==> config.mk <==
export PLATFORM = sky130hd
export DESIGN_NAME = spi_arbiter
export DESIGN_NICKNAME = d
export VERILOG_FILES = /design/src/rtl/spi_arbiter.sv
export SDC_FILE = /design/constraint.sdc
export NUM_CORES = 1
export LEC_CHECK = 0
export CAP_MARGIN = 20
export CORE_MARGIN = 2
export CORE_UTILIZATION = 55
export DETAILED_ROUTE_END_ITERATION = 12
export DONT_BUFFER_PORTS = 1
export GPL_ROUTABILITY_DRIVEN = 0
export PLACE_DENSITY = 0.8
export SLEW_MARGIN = 0
export SYNTH_ARGS = -nofsm -noshare
export SYNTH_HDL_FRONTEND = slang
export SYNTH_SLANG_ARGS = --single-unit
==> constraint.sdc <==
create_clock -name clk -period 2.1 [get_ports clk]
set_input_delay 0.63 -clock clk [delete_from_list [all_inputs] [get_ports clk]]
set_output_delay 0.63 -clock clk [all_outputs]
set_load 0.01 [all_outputs]
==> src/rtl/spi_arbiter.sv <==
// Two-client round-robin arbiter in front of a single SPI engine: pushes each
// owner's command header into the TX FIFO, kicks the engine, and drains RX bytes.
module spi_arbiter #(
  parameter int DATA      = 8,
  parameter int HDR_BYTES = 3
) (
  input  logic                          clk,
  input  logic                          rst,
  input  logic [1:0]                    req,
  input  logic [1:0]                    req_op,
  input  logic [31:0]                   req_len,
  input  logic [2*HDR_BYTES*DATA-1:0]   req_hdr,
  output logic [1:0]                    gnt,
  output logic [1:0]                    done,
  output logic [DATA-1:0]               rx_data,
  output logic [1:0]                    rx_valid,
  output logic [15:0]                   len,
  output logic                          op,
  output logic                          work,
  input  logic                          busy,
  output logic [DATA-1:0]               wdata,
  output logic                          wr,
  input  logic                          full,
  input  logic [DATA-1:0]               rdata,
  output logic                          rd,
  input  logic                          empty
);

  localparam int HW = HDR_BYTES * DATA;
  localparam int IW = (HDR_BYTES > 1) ? $clog2(HDR_BYTES) : 1;
  localparam logic [IW-1:0] IDX_LAST = IW'(HDR_BYTES - 1);

  typedef enum logic [2:0] {
    ST_IDLE,
    ST_HDR,
    ST_START,
    ST_WAIT_BUSY,
    ST_RUN,
    ST_DRAIN,
    ST_DONE
  } state_t;

  state_t          state, state_nxt;
  logic            owner;
  logic            last;
  logic            op_q;
  logic [15:0]     len_q;
  logic [HW-1:0]   hdr_q;
  logic [IW-1:0]   idx;
  logic            rd_q;
  logic            winner;

  // On a tie the client that was not served last wins; otherwise whoever asks.
  assign winner = (req == 2'b11) ? ~last : req[1];

  always_comb begin
    state_nxt = state;
    case (state)
      ST_IDLE:      if (|req) state_nxt = ST_HDR;
      ST_HDR:       if (wr && idx == IDX_LAST) state_nxt = ST_START;
      ST_START:     state_nxt = ST_WAIT_BUSY;
      ST_WAIT_BUSY: if (busy) state_nxt = ST_RUN;
      ST_RUN:       if (!busy) state_nxt = ST_DRAIN;
      ST_DRAIN:     if (empty && !rd_q) state_nxt = ST_DONE;
      ST_DONE:      state_nxt = ST_IDLE;
      default:      state_nxt = ST_IDLE;
    endcase
  end

  // NOTE: every output gets a default before the case so no path can infer a latch.
  always_comb begin
    gnt   = '0;
    done  = '0;
    len   = '0;
    op    = 1'b0;
    work  = 1'b0;
    wr    = 1'b0;
    wdata = '0;
    rd    = 1'b0;
    if (state != ST_IDLE) begin
      gnt[owner] = 1'b1;
      len        = len_q;
      op         = op_q;
    end
    case (state)
      ST_HDR: begin
        wr    = !full;
        wdata = hdr_q[HW-1 -: DATA];
      end
      ST_START:         work = 1'b1;
      ST_RUN, ST_DRAIN: rd   = !empty && !rd_q;
      ST_DONE:          done[owner] = 1'b1;
      default: ;
    endcase
  end

  // NOTE: state registers use non-blocking assignments so all flops update together.
  always_ff @(posedge clk) begin
    if (rst) begin
      state    <= ST_IDLE;
      owner    <= 1'b0;
      last     <= 1'b1;
      op_q     <= 1'b0;
      len_q    <= '0;
      hdr_q    <= '0;
      idx      <= '0;
      rd_q     <= 1'b0;
      rx_data  <= '0;
      rx_valid <= '0;
    end else begin
      state    <= state_nxt;
      rd_q     <= rd;
      rx_valid <= '0;
      // rdata is valid the cycle after rd; write-op bytes never raise rx_valid.
      if (rd_q) begin
        rx_data <= rdata;
        if (!op_q) rx_valid[owner] <= 1'b1;
      end
      case (state)
        ST_IDLE: begin
          if (|req) begin
            owner <= winner;
            op_q  <= req_op[winner];
            len_q <= winner ? req_len[31:16] : req_len[15:0];
            hdr_q <= winner ? req_hdr[2*HW-1:HW] : req_hdr[HW-1:0];
            idx   <= '0;
          end
        end
        ST_HDR: begin
          // Shift only on an accepted write so a stall neither drops nor repeats a byte.
          if (wr) begin
            hdr_q <= hdr_q << DATA;
            idx   <= (idx == IDX_LAST) ? '0 : idx + 1'b1;
          end
        end
        ST_DONE: last <= owner;
        default: ;
      endcase
    end
  end

endmodule

After elaboration in Yosys (flattened, before gate mapping)
Index checks and enable logic that the tools add are counted.
{"block": "word_totals", "wordCells": 74, "output_inout_bits": 42, "ff_bits": 59}
{"block": "op_classes", "add_sub_neg": 1, "reduce_logical": 16, "n_bitwise": 2, "n_mux": 28, "n_eq_ne": 14, "n_lt_le_gt_ge": 3}
{"op": "two-way mux 24 bit", "n": 3}
{"op": "case mux 24 bit (2 select lines)", "n": 1}
{"op": "two-way mux 16 bit", "n": 2}
{"op": "case mux 3 bit (6 select lines)", "n": 1}
{"op": "two-way mux 3 bit", "n": 5}
{"op": "inequality test 2 bit (second input constant)", "n": 6}
{"op": "two-way mux 2 bit", "n": 5}
{"op": "== test 3 bit (second input constant)", "n": 3}
{"op": "two-way mux 1 bit", "n": 8}
{"op": "two-way mux 8 bit", "n": 1}
{"op": "== test 3 x 2 -> 1 bit (second input constant)", "n": 2}
{"op": "AND reduction 5 bit", "n": 1}
{"op": "== test 2 bit (second input constant)", "n": 2}
{"op": "logical AND 1 bit", "n": 4}
{"op": "less-than comparator 1 x 2 -> 1 bit (second input constant)", "n": 2}
{"op": "case mux 2 bit (2 select lines)", "n": 1}
{"op": "OR reduction 2 bit", "n": 2}
{"op": "== test 3 x 1 -> 1 bit (second input constant)", "n": 1}
{"op": "logical NOT 1 bit", "n": 3}
{"op": "logical NOT 3 bit", "n": 1}
{"op": "AND reduction 3 bit", "n": 1}
{"op": "nonzero test 3 bit", "n": 1}
{"op": "OR reduction 3 bit", "n": 1}
{"op": "adder 2 x 1 -> 2 bit (second input constant)", "n": 1}
{"op": "other kinds (5)", "n": 6}

Logic depth before layout (Yosys ltp)
{"block": "depth", "depth_word": 5, "mapped_depth": 6}

Least setup slack after synthesis
No wires, ideal clock.
{"block": "synth_timing", "path_type": "reg2out", "startpoint": "register state[2]", "endpoint": "output port wr", "path_stages_with_launch": 6, "arrival_time_ns": 1.151, "required_ns": 1.470, "n_path_buf": 2, "path_slack_ns": 0.319, "cell_sequence": "dfxtp_1 -> buf_2 -> nor2_1 -> buf_2 -> nand2_1 -> nor2_1"}
{"block": "synth_via", "elab_chain_len": 2}
{"element": "from (decl)", "line": "43", "source": "state_t state, state_nxt;"}
{"element": "from (signal assigned)", "line": "111", "source": "state <= state_nxt;"}
{"element": "== test 3 x 1 -> 1 bit", "line": "85", "source": "case (state)"}
{"element": "two-way mux 1 bit", "line": "85"}
{"element": "to (decl)", "line": "22", "source": "output logic wr,"}
Every way passes these cells.

Final worst setup path
{"block": "layout_timing", "startpoint": "register state[1]", "endpoint": "output port gnt[1]"}
{"block": "layout_via", "elab_chain_len": 2}
{"element": "nonzero test 3 bit", "line": "80", "source": "if (state != ST_IDLE) begin"}
{"element": "two-way mux 2 bit", "line": "80"}
{"element": "to (decl)", "line": "13", "source": "output logic [1:0] gnt,"}
Every way passes these cells.

==> results by group <==
GRT
  – Largest net degree at the start of global routing: 62
  – Grt total ovfl: 0
  – Gr usage total: 0.234
  – First-pass GRT wire length: 11700 um
  – Initial antenna violation count: 0
  – Vias in the first global route: 2387

Synthesis
  – Xor and xnor area share after synthesis: 0
  – Post-synthesis compound-gate area fraction: 0.207
  – Simple-gate share of the synthesized area: 0.249
  – Top FF cell, synth: dfxtp_1
  – Seq/Total Area, Yosys: 0.368
  – Adder-cell share of the synthesized area: 0
  – #FFs+latches synth: 59
  – Post-synthesis mux area share: 0.0998
  – Syn Inst Count: 357
  – Library cells used by synthesis: 39
  – Synthesis Warnings: 0
  – Synth Area per Inst: 8.99 sq um
  – Largest family of logic cells by synthesized area: simple AND/OR/NAND/NOR gates
  – Async S/R FF share, synth: 0
  – EDFF count, synth: 0
  – Post-synth net total: 454
  – Cell area after synthesis: 3210 sq um

Timing
  – Final Max Slew Viols: 0
  – RSZ-0062 raised after global routing: no
  – Crit path time final: 2.01 ns
  – Worst slew margin: 0.454
  – Worst Skew: 0.00921 ns
  – Fmax: 499 MHz
  – Final hold violations: 0
  – Crit share post-route: 0.955
  – Setup_tns: 0 ns
  – Least-Margin Pin Slew: 0.820 ns
  – Final setup viols: 0

Die
  – Die Area: 6460 sq um
  – Die Span X: 80.4 um
  – Core area: 5570 sq um
  – Die height: 80.4 um
  – I/O pin count: 139
  – Placement row count: 27
  – Initial Utilization: 0.576

Critical path
  – Worst path max stage delay: 0.39 ns
  – CP arrival: 1.38 ns
  – Startpoint Class: flop
  – Data required, critical path: 1.47 ns
  – Setup CP Type: reg -> out
  – Critical path endpoint category: primary output
  – Buf+Inv Stages, Crit Path: 2
  – Crit path cell chain: nor3_4 > buf_12 > nor2_1 > buf_4
  – Crit Path Max Fanout: 41
  – Crit-path slowest cell: dfxtp_2
  – Crit path max-delay family: flip-flops

Finish
  – Commonest cells after routing, fill and taps aside: dfxtp_1, nand2_1, nor2b_1
  – Fill cell count: 517
  – Util after Layout: 0.615
  – # diodes: 0
  – Non-Filler Instances: 423
  – Nets: 443
  – Synth-to-layout area growth: 6.83%
  – Layout cell share with drive strength beyond 1: 0.140
  – Most common cell after layout, fill and taps aside: dfxtp_1

Clock network
  – Clk buf depth: 2
  – CTS tree: yes
  – H-tree depth: 3
  – Clk pin slew, worst setup/hold paths: 0.07 ns
  – CTS Buf Count: 9
  – Clock latency at the later pin of the worst-skew pair: 0.34 ns
  – Clk root buf: clkbuf_8
  – Clk sinks: 59

Power
  – Cell area power density: 812 nW/um^2
  – Maximum vdd drop: 0.000468 V
  – Static Leakage: 1.32 nW

Placed design
  – Post-DP HPWL: 5060 um
  – # placed instances: 407
  – Port-buffer cells: 0

Detailed routing
  – Via count: 2641
  – WL final: 7330 um
  – Drt drc: 0
  – Vias/cell: 6.24
  – TritonRoute pass-1 iters: 5
  – DR WL/cell: 17.3 um
  – Iter 0 DRT Violations: 137
  – Routed Antenna Nets: 0

Run
  – Max_cap viols: 0

Outcome
  – Status: finished clean

Hold path
  – HP Class: in -> reg
## synthesized netlist by cell type (3+ instances only)
cell | count | area [sq um]
dfxtp_1 | 59 | 1180
nand2_1 | 38 | 143
nor2b_1 | 37 | 231
mux2i_1 | 32 | 320
o21ai_0 | 26 | 130
a21oi_1 | 21 | 105
nand4_1 | 17 | 106
nor2_1 | 15 | 56.3
clkbuf_1 | 11 | 41.3
a311oi_2 | 10 | 150
buf_6 | 10 | 113
nand2b_1 | 10 | 62.6
and3_1 | 8 | 50.1
o211ai_1 | 8 | 60.1
o221ai_1 | 8 | 70.1
a311oi_1 | 7 | 61.3
buf_2 | 7 | 35.0
buf_4 | 6 | 45.0
nor4b_1 | 3 | 26.3
## routing by layer
metal / up-vias / part of all wire / global-route usage
met1: 1238 / 0.41 / 0.283
li1: 1270 / - / -
met3: 13 / 0.082 / 0.0685
met2: 120 / 0.49 / 0.385
met5: - / 0 / 0
met4: 0 / 0.017 / 0.105
## worst reg2reg max path, delay by kind of cell, from the launching register on
| kind | cells | cell delay [ns] |
|---|---|---|
| buf+inv | 1 | 0.23 |
| flops | 1 | 0.39 |
| compound gates | 1 | 0.21 |
| simple gates | 2 | 0.91 |
## cells by family (layout without fill, tap and decap cells)
kind of cell	Yosys count	after routing
buffers and inverters	36	30
AOI/OAI and AO/OA	88	88
DFF	59	59
and+or+nand+nor	142	142
muxes	32	32
## sequential cells by signal (all words and copies together) (netlist names)
register  cells
hdr_q        24
idx           2
last          1
len_q        16
op_q          1
owner         1
rd_q          1
rx_data       8
rx_valid      2
state         3
## worst paths after layout
path	depth (start not counted)	end	start	slack, ns
worst min-delay path	1	rd_q	empty	0.36
worst max register to register	4	len_q[15]	state[1]	0.20
worst min register to register	1	rx_valid[0]	owner	0.48
worst max-delay path	4	gnt[1]	state[1]	0.09
## per-stage QoR
step | power [mW] | area [sq um] | setup WS (ns) | hold WS, ns
after detailed placement | 1.63 | 3190 | 0.116 | 0.485
after CTS | 2.80 | 3420 | 0.0585 | 0.343
after global routing | 2.91 | 3430 | 0.0196 | 0.342
final | 2.78 | 3430 | 0.0944 | 0.363
after global placement | 1.61 | 3190 | 0.192 | 0.462
after floorplan | 1.59 | 3210 | 0.319 | 0.439
## final cells by class
cell class / instances / area (sq um) / area share
Clock inverter: 4 / 72.6 / 0.0212
Clock buffer: 12 / 155 / 0.0453
Tap cell: 72 / 90.1 / 0.0263
Timing Repair Buffer: 12 / 128 / 0.0372
Multi-Input combinational cell: 262 / 1790 / 0.522
Inverter: 2 / 7.51 / 0.00219
Sequential cell: 59 / 1180 / 0.345
## power breakdown
part | switching (mW) | leakage, nW | total, mW | internal [mW]
Sequential | 0.0330 | 0.485 | 1.23 | 1.20
Clock | 0.452 | 0.113 | 1.18 | 0.732
Combinational | 0.210 | 0.726 | 0.371 | 0.162
Total | 0.694 | 1.32 | 2.78 | 2.09
## repair_timing
| action | in CTS | in global routing |
|---|---|---|
| pin swaps | 0 | 0 |
| hold buffers | 0 | 0 |
| setup buffers | 0 | 0 |
| gates resized for setup | 2 | 2 |
| endpoints found under the setup margin | 8 | 2 |
(Power assumes the default switching activity.)
